<file path="src/rtl/visualizador_7seg.sv">
// Signed product to sign+BCD display: a sequential double-dabble converter
// feeding an 8-digit multiplexed common-anode 7-segment scanner.
module visualizador_7seg #(
  parameter int WIDTH   = 16,
  parameter int BCD_DIG = 5
) (
  input  logic             clk,
  input  logic             reset,
  input  logic             clk_dividido,
  input  logic [WIDTH-1:0] producto,
  input  logic             valido,
  output logic             ocupado,
  output logic [7:0]       an,
  output logic [6:0]       seg,
  output logic             dp
);

  localparam int CW = $clog2(WIDTH + 1);
  localparam int BW = 4 * BCD_DIG;

  typedef enum logic [1:0] {IDLE, LOAD, SHIFT, DONE} state_t;

  state_t           r_state;
  logic [WIDTH-1:0] r_prod;
  logic [WIDTH-1:0] r_mag;
  logic             r_sign;
  logic [BW-1:0]    r_bcd;
  logic [CW-1:0]    r_cnt;
  logic             r_busy;
  logic             r_disp_sign;
  logic [BW-1:0]    r_disp_bcd;
  logic             r_sync1, r_sync2, r_prev;
  logic [2:0]       r_idx;
  logic [7:0]       r_an;
  logic [6:0]       r_seg;

  logic [BW-1:0]    w_bcd_adj;
  logic             w_tick;
  logic [2:0]       w_idx_nxt;
  logic             w_disp_sign_nxt;
  logic [BW-1:0]    w_disp_bcd_nxt;
  logic [3:0]       w_nib [8];
  logic [3:0]       w_msd;
  logic [6:0]       w_seg_nxt;

  function automatic logic [6:0] f_seg(input logic [3:0] d);
    logic [6:0] s;
    case (d)
      4'd0:    s = 7'h40;
      4'd1:    s = 7'h79;
      4'd2:    s = 7'h24;
      4'd3:    s = 7'h30;
      4'd4:    s = 7'h19;
      4'd5:    s = 7'h12;
      4'd6:    s = 7'h02;
      4'd7:    s = 7'h78;
      4'd8:    s = 7'h00;
      4'd9:    s = 7'h10;
      default: s = 7'h7F;
    endcase
    return s;
  endfunction

  always_comb begin
    w_bcd_adj = r_bcd;
    for (int i = 0; i < BCD_DIG; i++) begin
      if (r_bcd[4*i +: 4] >= 4'd5) w_bcd_adj[4*i +: 4] = r_bcd[4*i +: 4] + 4'd3;
    end
  end

  always_ff @(posedge clk or negedge reset) begin
    if (!reset) begin
      r_state     <= IDLE;
      r_prod      <= '0;
      r_mag       <= '0;
      r_sign      <= 1'b0;
      r_bcd       <= '0;
      r_cnt       <= '0;
      r_busy      <= 1'b0;
      r_disp_sign <= 1'b0;
      r_disp_bcd  <= '0;
    end else begin
      case (r_state)
        IDLE: begin
          if (valido) begin
            r_prod  <= producto;
            r_busy  <= 1'b1;
            r_state <= LOAD;
          end
        end
        LOAD: begin
          // Held unsigned, so the most negative input maps to 2^(WIDTH-1) cleanly
          r_sign  <= r_prod[WIDTH-1];
          r_mag   <= r_prod[WIDTH-1] ? (~r_prod) + WIDTH'(1) : r_prod;
          r_bcd   <= '0;
          r_cnt   <= CW'(WIDTH);
          r_state <= SHIFT;
        end
        SHIFT: begin
          r_bcd <= {w_bcd_adj[BW-2:0], r_mag[WIDTH-1]};
          r_mag <= {r_mag[WIDTH-2:0], 1'b0};
          r_cnt <= r_cnt - CW'(1);
          if (r_cnt == CW'(1)) r_state <= DONE;
        end
        DONE: begin
          r_disp_sign <= r_sign;
          r_disp_bcd  <= r_bcd;
          r_busy      <= 1'b0;
          r_state     <= IDLE;
        end
        default: r_state <= IDLE;
      endcase
    end
  end

  assign w_tick          = r_sync2 & ~r_prev;
  assign w_idx_nxt       = w_tick ? r_idx + 3'd1 : r_idx;
  assign w_disp_sign_nxt = (r_state == DONE) ? r_sign : r_disp_sign;
  assign w_disp_bcd_nxt  = (r_state == DONE) ? r_bcd  : r_disp_bcd;

  always_comb begin
    for (int i = 0; i < 8; i++) w_nib[i] = 4'd0;
    for (int i = 0; i < BCD_DIG; i++) w_nib[i] = w_disp_bcd_nxt[4*i +: 4];
  end

  // Highest non-zero digit; digit 0 is always shown even for zero
  always_comb begin
    w_msd = 4'd0;
    for (int i = 1; i < BCD_DIG; i++) begin
      if (w_nib[i] != 4'd0) w_msd = 4'(i);
    end
  end

  always_comb begin
    w_seg_nxt = 7'h7F;
    if ({1'b0, w_idx_nxt} <= w_msd)
      w_seg_nxt = f_seg(w_nib[w_idx_nxt]);
    else if (w_disp_sign_nxt && ({1'b0, w_idx_nxt} == w_msd + 4'd1))
      w_seg_nxt = 7'h3F;
  end

  // Outputs are built from next-cycle index and display so a DONE coinciding
  // with a scan tick shows the new value at the new digit immediately.
  always_ff @(posedge clk or negedge reset) begin
    if (!reset) begin
      r_sync1 <= 1'b0;
      r_sync2 <= 1'b0;
      r_prev  <= 1'b0;
      r_idx   <= 3'd0;
      r_an    <= 8'hFE;
      r_seg   <= 7'h40;
    end else begin
      r_sync1 <= clk_dividido;
      r_sync2 <= r_sync1;
      r_prev  <= r_sync2;
      r_idx   <= w_idx_nxt;
      r_an    <= ~(8'd1 << w_idx_nxt);
      r_seg   <= w_seg_nxt;
    end
  end

  assign ocupado = r_busy;
  assign an      = r_an;
  assign seg     = r_seg;
  assign dp      = 1'b1;

endmodule

</file>
<file path="config.mk">
export PLATFORM = sky130hd
export DESIGN_NAME = visualizador_7seg
export DESIGN_NICKNAME = d
export VERILOG_FILES = /design/src/rtl/visualizador_7seg.sv
export SDC_FILE = /design/constraint.sdc
export NUM_CORES = 1
export LEC_CHECK = 0
export CAP_MARGIN = 20
export CORE_ASPECT_RATIO = 0.75
export CORE_MARGIN = 1
export CORE_UTILIZATION = 40
export CTS_BUF_LIST = sky130_fd_sc_hd__clkbuf_16
export DETAILED_ROUTE_END_ITERATION = 10
export SETUP_SLACK_MARGIN = 0.05
export SLEW_MARGIN = 5
export SYNTH_ARGS = -nofsm -noshare
export SYNTH_HDL_FRONTEND = slang
export SYNTH_SLANG_ARGS = --single-unit
</file>
<file path="constraint.sdc">
create_clock -name clk -period 9.51 [get_ports clk]
set_input_delay 0.951 -clock clk [delete_from_list [all_inputs] [get_ports clk]]
set_output_delay 0.951 -clock clk [all_outputs]
set_load 0.05 [all_outputs]
</file>
==> results of run 1 <==
## final timing paths
| kind | start | endpoint | slack, ns |
|---|---|---|---|
| max reg2reg | r_state[0] | seg[0] | 5.55 |
| max in group asynchronous | reset | r_bcd[19] | 7.74 |
| min reg2reg | r_sync1 | r_sync2 | 0.35 |
| min | r_sync1 | r_sync2 | 0.35 |
| min in group asynchronous | reset | r_mag[0] | 0.58 |
| max | r_state[0] | seg[0] | 5.55 |
## registers in the layout (all words and copies together) (netlist names), 3 cells and up
signal      cells
seg             7
r_prod         16
r_disp_bcd     20
r_cnt           5
r_bcd          20
an              8
r_mag          16
r_idx           3
## layer usage
layer / wire (um) / vias to the layer above / share of wire / global-route usage
met5: 0 / - / 0 / 0
met4: 121 / 0 / 0.012 / 0.0513
met3: 334 / 11 / 0.032 / 0.0383
met2: 4350 / 53 / 0.42 / 0.232
met1: 5590 / 1764 / 0.54 / 0.246
li1: - / 1788 / - / -
## logic make-up (layout without fill, tap and decap cells)
kind of cell	Yosys count	count (layout)	synth area share
compound gates	102	102	0.129
xor+xnor	28	28	0.0468
fa+ha+maj	27	27	0.0625
buf+inv	66	96	0.0563
flops	103	103	0.479
mux	60	60	0.125
other cells	1	1	0.000694
simple gates	109	109	0.101
## per-stage QoR
step | std cells | util | cell area (sq um) | worst slack [ns]
after detailed placement | 681 | 0.447 | 5840 | 5.62
after global placement | 681 | 0.447 | 5840 | 5.67
after CTS | 697 | 0.471 | 6160 | 5.60
after floorplan | 496 | - | 5400 | 6.40
final | 697 | 0.471 | 6160 | 5.55
after global routing | 697 | 0.471 | 6160 | 5.33
## area by class of cell
type / count / area (sq um)
well taps: 171 / 214
multi-input cells: 327 / 2510
repair buffers: 38 / 370
clock inverters: 7 / 88.8
inverters: 42 / 160
fillers: 1176 / 6900
flip-flops and latches: 103 / 2590
clock buffers: 9 / 225
## layout by cell type (no fill, tap or decap), types with 9 or more instances in the layout
master            n
nand2_1          40
dfrtp_1          95
o22ai_1          10
nand3_1           9
xor2_1           13
mux2_2           50
a21oi_1          16
nor2_1           17
inv_1            44
xnor2_1          14
ha_1             27
clkdlybuf4s50_1  34
o21ai_0          45
clkbuf_16         9
## where the power goes
part | total (W) | internal (W) | switching (W) | leakage (nW)
combinational | 0.000936 | 0.000388 | 0.000548 | 1.24
sequential | 0.000686 | 0.000584 | 0.000102 | 1.29
clock | 0.000392 | 0.000230 | 0.000163 | 0.164
total | 0.00201 | 0.00120 | 0.000813 | 2.70
==> impl_metrics.ini, run 1 <==
[outcome]
status = complete, no violations

[synthesis]
synth_top_cell_area_share = 0.440
synth_area_leader_cell = dfrtp_1
syn_area_sq_um = 5400
yosysSeqAreaShare = 0.479
synth_async_sr_flop_share = 1.00
yosysMostFrequentCell = dfrtp_1
ys.flop_type = dfrtp_1
syn_inst = 496
yosysUniqueCellTypes = 53
netlist_top_cells_area = dfrtp_1 (44%), mux2_2 (10%), ha_1 (6.3%)
synth_edf_count = 0
syn-num-nets = 543
synth.ff_latch_count = 103
ys_warn_count = 0
synth_area_per_cell_sq_um = 10.9
synth_commonest_cells = dfrtp_1 (95), mux2_2 (50), o21ai_0 (45), inv_1 (41), nand2_1 (40)

[route]
drc_errors = 0
vias = 3616
routedWlPerCell_um = 14.9
vias_per_cell = 5.19
ant_nets = 0
drtIter0Drc = 288
wirelength_um = 10400
first_pass_iters = 4

[cells_and_area]
nNetsFinal = 568
num_antenna_cells = 0
area_delta_synth_final_pct = 14.0
drive_above_1_share = 0.163

[run]
cap_violations = 0

[min_path]
min_path_type = flip-flop to flip-flop
hold_path_depth = 0

[placed_design]
dpl.hpwl_um = 7180
gp_congestion = 0.808
io_buffers = 35

[critical_path]
critical_path.startpoint_type = flip-flop
path_max_fanout = 22
crit_family = simple AND/OR/NAND/NOR gates
cp.depth = 12
path_class = flip-flop to flip-flop
critPathCaptureType = flip-flop
worst-path-buf-inv = 1
reg2reg_depth = 12
critPathMaxStageDelay_ns = 0.88
cp.arrival_ns = 4.17
crit_chain = ha_1 > mux2_2 > or4_1 > inv_1 > nand2_1 > ha_1 > nor2b_1 > o21ai_0 > nand2b_1 > and2_1 > nor2_1 > a22oi_1
crit_top_cell = ha_1
critPathRequiredTime_ns = 9.72
cp_slowest_cell = ha_1

[timing]
setup_violations = 0
maxSlewHeadroom = 0.291
drv_slew = 0
post-route-period-util = 0.416
finalHoldViolations = 0
fin_tns_setup_ns = 0
hold_ws_ns = 0.349
rsz0062_at_grt = no
max_freq_mhz = 253
worst_slew_pin_slew_ns = 1.06
layout_min_cycle_time_ns = 3.96
fin_skew_ns = 0.00937

[floorplanning]
row_count = 36
die_w_um = 136
ios = 37
core_area_sq_um = 13100
die_area_sq_um = 14000
initial_utilization = 0.414
dieHeight_um = 103

[clock_tree]
numClockSinks = 103
clkTransAtPathRegs_ns = 0.07
cts_root_buf = clkbuf_16
numCtsBuffers = 9
cts_tree = done
holdBufCountCts = 0
ctsResizeCount = 0
htreeDepth = 3
insertion_delay_ns = 0.35
post_cts_buffers = 0
clk_path_buf_depth = 2

[grt]
antenna_found_initial = 0
grt_pass1_vias = 3490
overflow = 0
grt_use_total = 0.164
grt_pass1_wl_um = 17700
grt_max_degree = 61

[power_and_ir_drop]
p_leak_nw = 2.70
ir_drop_uv = 155
power_density_nw_per_um2 = 327
total_power_w = 0.00201
Note: power is estimated with default switching activity, not from simulation.
==> run 2: changes to the inputs <==
==> constraint.sdc (replaced) <==
create_clock -name clk -period 4 [get_ports clk]
set_input_delay 0.4 -clock clk [delete_from_list [all_inputs] [get_ports clk]]
set_output_delay 0.4 -clock clk [all_outputs]
set_load 0.05 [all_outputs]
==> run 2 against run 1 <==
  * Sequential share of layout area grew 0.051 points
  * Register-to-register slack lost 5.1 ns
  * Clock power grew 120%
  * Sequential power grew 140%
  * Wire length grew 1.2%
  * Combinational power grew 140%
  * Core utilization shrank 0.057 points
  * Final cell count grew 0.43%
  * First-iteration DRC count shrank 44%
  * Setup slack lost 5.1 ns
  * Flip-flop and latch count is the same
  * Die area is the same
  * Largest cell class unchanged
==> impl_metrics.ini, run 2 (synthesis results as in run 1) <==
[min_path]
min_path_type = primary input to asynchronous set/reset pin

[cells_and_area]
regArea_sq_um = 2590
final_cell_mix = dfrtp_1 (95), mux2_2 (50), o21ai_0 (45)
layout_commonest_cell = dfrtp_1
instances_no_fill = 700
final_area_sq_um = 6150
area_delta_synth_final_pct = 13.8
num_antenna_cells = 0
nNetsFinal = 571
filler_cell_count = 1207
reg_top3 = r_bcd: 20 flops, r_disp_bcd: 20 flops
drive_above_1_share = 0.174
multiInputGateArea_sq_um = 2510

[critical_path]
critPathCaptureType = flip-flop
critPathRequiredTime_ns = 4.21
cp_slowest_cell = ha_1
critical_path.startpoint_type = flip-flop
path_max_fanout = 13
path_class = flip-flop to flip-flop
critPathMaxStageDelay_ns = 0.46
crit_chain = ha_1 > buf_4 > mux2i_1 > inv_1 > nor4_1 > o41ai_1 > a21oi_1 > ha_1 > nor2b_1 > o21ai_0 > nand2b_1 > and2_1 > nor2_1 > a22oi_1
crit_top_cell = ha_1
cp.arrival_ns = 3.80

[clock_tree]
ctsResizeCount = 0
htreeDepth = 3
numCtsBuffers = 9
clkTransAtPathRegs_ns = 0.07
post_cts_buffers = 0
cts_tree = done
clk_path_buf_depth = 2
cts_root_buf = clkbuf_16
holdBufCountCts = 0
numClockSinks = 103
insertion_delay_ns = 0.34

[grt]
overflow = 0
grt_pass1_vias = 3524
grt_use_total = 0.165
grt_pass1_wl_um = 18000
antenna_found_initial = 0
grt_max_degree = 78

[timing]
layout_min_cycle_time_ns = 3.58
finalHoldViolations = 0
post-route-period-util = 0.896
fin_skew_ns = 0.00783
setup_violations = 0
maxSlewHeadroom = 0.357
worst_slew_pin_slew_ns = 0.965
fin_tns_setup_ns = 0
max_freq_mhz = 279
rsz0062_at_grt = no
drv_slew = 0

[floorplanning]
row_count = 36
die_area_sq_um = 14000
core_area_sq_um = 13100
initial_utilization = 0.414
die_w_um = 136
ios = 37
dieHeight_um = 103

[outcome]
status = complete, no violations

[route]
vias = 3632
drtIter0Drc = 160
ant_nets = 0
first_pass_iters = 4
drc_errors = 0
wirelength_um = 10500
routedWlPerCell_um = 15.0
vias_per_cell = 5.19

[power_and_ir_drop]
switching_share = 0.414
p_sw_w = 0.00195
power_density_nw_per_um2 = 766
comb_power_share = 0.475
p_leak_nw = 2.69
ir_drop_uv = 427
power.internal_w = 0.00276
seqPwrFrac = 0.345
pwr-share-clk = 0.180

[placed_design]
placed_cells = 684
gp_congestion = 0.803
placed_area_sq_um = 5870
io_buffers = 35
dpl.hpwl_um = 7460

[run]
cap_violations = 0
[run 2: cell types whose count changed in the layout (fill, tap and decap cells not counted)]
cell and delta:
buf_4 +3, bufinv_16 -2, clkinv_2 +1, clkinvlp_4 +1, inv_1 -3, inv_6 +2
inv_8 +1
[run 2: worst max-delay path, delay by kind of cell (launching register included)]
family,cells,cell delay [ns]
DFF,1,0.40
buffers and inverters,2,0.42
muxes,1,0.27
adders and majority gates,2,0.65
AOI/OAI and AO/OA,4,0.70
and+or+nand+nor,5,1.01
[run 2: power by group through the flow]
stage | Clock, W | Sequential [W] | Combinational [W]
floorplan | 0 | 0.00182 | 0.00156
global placement | 0 | 0.00164 | 0.00221
detailed placement | 0 | 0.00165 | 0.00224
CTS | 0.000878 | 0.00163 | 0.00226
global route | 0.000917 | 0.00167 | 0.00249
finish | 0.000847 | 0.00162 | 0.00224
[run 2: final cells by class]
type,count,share of cell area
flip-flops and latches,103,0.421
multi-input cells,327,0.408
repair buffers,41,0.0639
clock buffers,9,0.0366
well taps,171,0.0348
inverters,42,0.0260
clock inverters,7,0.00956
[run 2: metrics by stage]
step / total power [W] / util / hold slack (ns) / setup WS (ns)
3_5_place_dp: 0.00389 / 0.449 / 0.355 / 0.490
5_1_grt: 0.00508 / 0.471 / 0.292 / 0.0928
3_3_place_gp: 0.00385 / 0.449 / 0.333 / 0.578
6_report: 0.00471 / 0.471 / 0.221 / 0.416
4_1_cts: 0.00476 / 0.471 / 0.254 / 0.453
2_1_floorplan: 0.00338 / - / 0.104 / 0.889
[run 2: metal layers]
layer,share of wire,GRT usage
met5,0,0
met4,0.0066,0.0368
met3,0.028,0.0349
met2,0.43,0.247
met1,0.53,0.246
[run 2: final timing paths]
| kind | start | end | slack (ns) | cells after the start |
|---|---|---|---|---|
| max | r_state[0] | seg[0] | 0.42 | 14 |
| min | reset | r_prod[4] | 0.22 | 1 |
| max reg2reg | r_state[0] | seg[0] | 0.42 | 14 |
| min reg2reg | r_sync1 | r_sync2 | 0.37 | 0 |
| max in group asynchronous | reset | r_bcd[4] | 2.86 | 2 |
| min in group clk | r_sync1 | r_sync2 | 0.37 | 0 |
==> run 3: changes to the inputs <==
--- a/config.mk
+++ b/config.mk
@@ -6,7 +6,6 @@
 export NUM_CORES = 1
 export LEC_CHECK = 0
 export CAP_MARGIN = 20
-export CORE_ASPECT_RATIO = 0.75
 export CORE_MARGIN = 1
 export CORE_UTILIZATION = 40
 export CTS_BUF_LIST = sky130_fd_sc_hd__clkbuf_16
==> run 3 against run 2 <==
  * Hold slack worse by 0.018 ns
  * Die area hardly changed
  * Global-route usage is 0.33 points lower
  * Core utilization is 0.24 points lower
  * Critical path type unchanged
  * Highest routed layer unchanged
  * Sequential power hardly changed
  * Non-clock buffer count is 1 lower
  * Flip-flop and latch count stayed put
  * Maximum frequency is 3.0% higher
  * Final cell count is 0.57% higher
  * Clock-buffer cell count stayed put
  * The flow now finishes with violations (design-rule violations)
==> impl_metrics.ini, run 3 (synthesis results as in run 1) <==
[outcome]
status = complete, but fails checks
violations = design-rule violations

[clock_tree]
cts_tree = done
numCtsBuffers = 9
ctsResizeCount = 0
clkTransAtPathRegs_ns = 0.07
insertion_delay_ns = 0.35
holdBufCountCts = 0
cts_root_buf = clkbuf_16
clk_path_buf_depth = 2
post_cts_buffers = 0
htreeDepth = 3
numClockSinks = 103

[timing]
fin_skew_ns = 0.0123
finalHoldViolations = 0
worst_slew_pin_slew_ns = 0.954
post-route-period-util = 0.870
fin_tns_setup_ns = 0
max_freq_mhz = 287
setup_violations = 0
maxSlewHeadroom = 0.364
rsz0062_at_grt = no
layout_min_cycle_time_ns = 3.48
drv_slew = 0
fin_ws_ns = 0.520

[route]
drtIter0Drc = 129
first_pass_iters = 8
wirelength_um = 10400
routedWlPerCell_um = 14.8
ant_nets = 0
vias_per_cell = 5.13
drc_errors = 1
vias = 3609

[floorplanning]
ios = 37
row_count = 42
die_w_um = 118
dieHeight_um = 118
initial_utilization = 0.410
core_area_sq_um = 13200
die_area_sq_um = 14000

[critical_path]
cp.arrival_ns = 3.69
rrSetupSlack_ns = 0.52
reg2reg_depth = 12
r2r-start = r_state[0]
critPathRequiredTime_ns = 4.21
timing.rr.end = seg[0]
cp_slowest_cell = nor4_1
critPathCaptureType = flip-flop
crit_top_cell = ha_1
critPathMaxStageDelay_ns = 0.53
worst-path-buf-inv = 0
worstSetupStartpoint = r_state[0]
path_max_fanout = 11
crit_end = seg[0]
crit_family = simple AND/OR/NAND/NOR gates
cp.depth = 12
critical_path.startpoint_type = flip-flop
crit_chain = ha_1 > mux2_2 > nor4_1 > o41ai_1 > a21oi_1 > ha_1 > nor2b_1 > o21ai_0 > nand2b_1 > and2_1 > nor2_1 > a22oi_1
path_class = flip-flop to flip-flop

[cells_and_area]
num_antenna_cells = 0
final_cell_mix = dfrtp_1 (95), mux2_2 (50), o21ai_0 (45)
reg_top3 = r_bcd: 20 flops, r_disp_bcd: 20 flops
area_delta_synth_final_pct = 14.4
layout_commonest_cell = dfrtp_1
drive_above_1_share = 0.167
nNetsFinal = 570

[power_and_ir_drop]
p_leak_nw = 2.71
power_density_nw_per_um2 = 774
ir_drop_uv = 377

[placed_design]
gp_congestion = 0.808
io_buffers = 35
dpl.hpwl_um = 7240
dp_slack_ns = 0.534

[grt]
overflow = 0
grt_max_degree = 78
grt_pass1_vias = 3642
grt_pass1_wl_um = 18100
antenna_found_initial = 0
grt_use_total = 0.162

[run]
cap_violations = 0

[min_path]
min_path_type = primary input to asynchronous set/reset pin
run 3: area by class of cell:
cell class / instances / area, sq um
fill: 1189 / 7010
sequential: 103 / 2590
multi-input combinational: 327 / 2510
timing repair buffer: 40 / 385
clock buffer: 9 / 225
tap: 176 / 220
inverter: 42 / 160
clock inverter: 7 / 88.8
run 3: per-layer routing:
metal  up-vias  routed length [um]  global-route usage
met2        36                4910               0.246
met5         -                   0                   0
met4         0                  22              0.0577
met1      1787                5290               0.231
met3         3                 160              0.0285
li1       1783                   -                   -
run 3: power breakdown:
group,switching (W),internal [W],leakage [nW]
registers,0.000235,0.00139,1.29
clock network,0.000379,0.000545,0.160
logic,0.00131,0.000932,1.25
run 3: how the worst min path moves through the flow:
| stage | depth (start not counted) | end |
|---|---|---|
| after floorplan | 0 | an[0] |
| after global placement | 0 | r_sync2 |
| after detailed placement | 0 | r_sync2 |
| after CTS | 1 | r_bcd[14] |
| after global routing | 1 | r_disp_bcd[10] |
| final | 1 | r_bcd[13] |
run 3: stage by stage:
step	utilization	total power [W]	hold slack [ns]	area, sq um	instances
2_1_floorplan	-	0.00338	0.104	5400	496
3_3_place_gp	0.445	0.00383	0.335	5870	688
3_5_place_dp	0.445	0.00389	0.338	5870	688
6_report	0.469	0.00479	0.203	6180	704
4_1_cts	0.469	0.00484	0.253	6180	704
5_1_grt	0.469	0.00516	0.286	6180	704
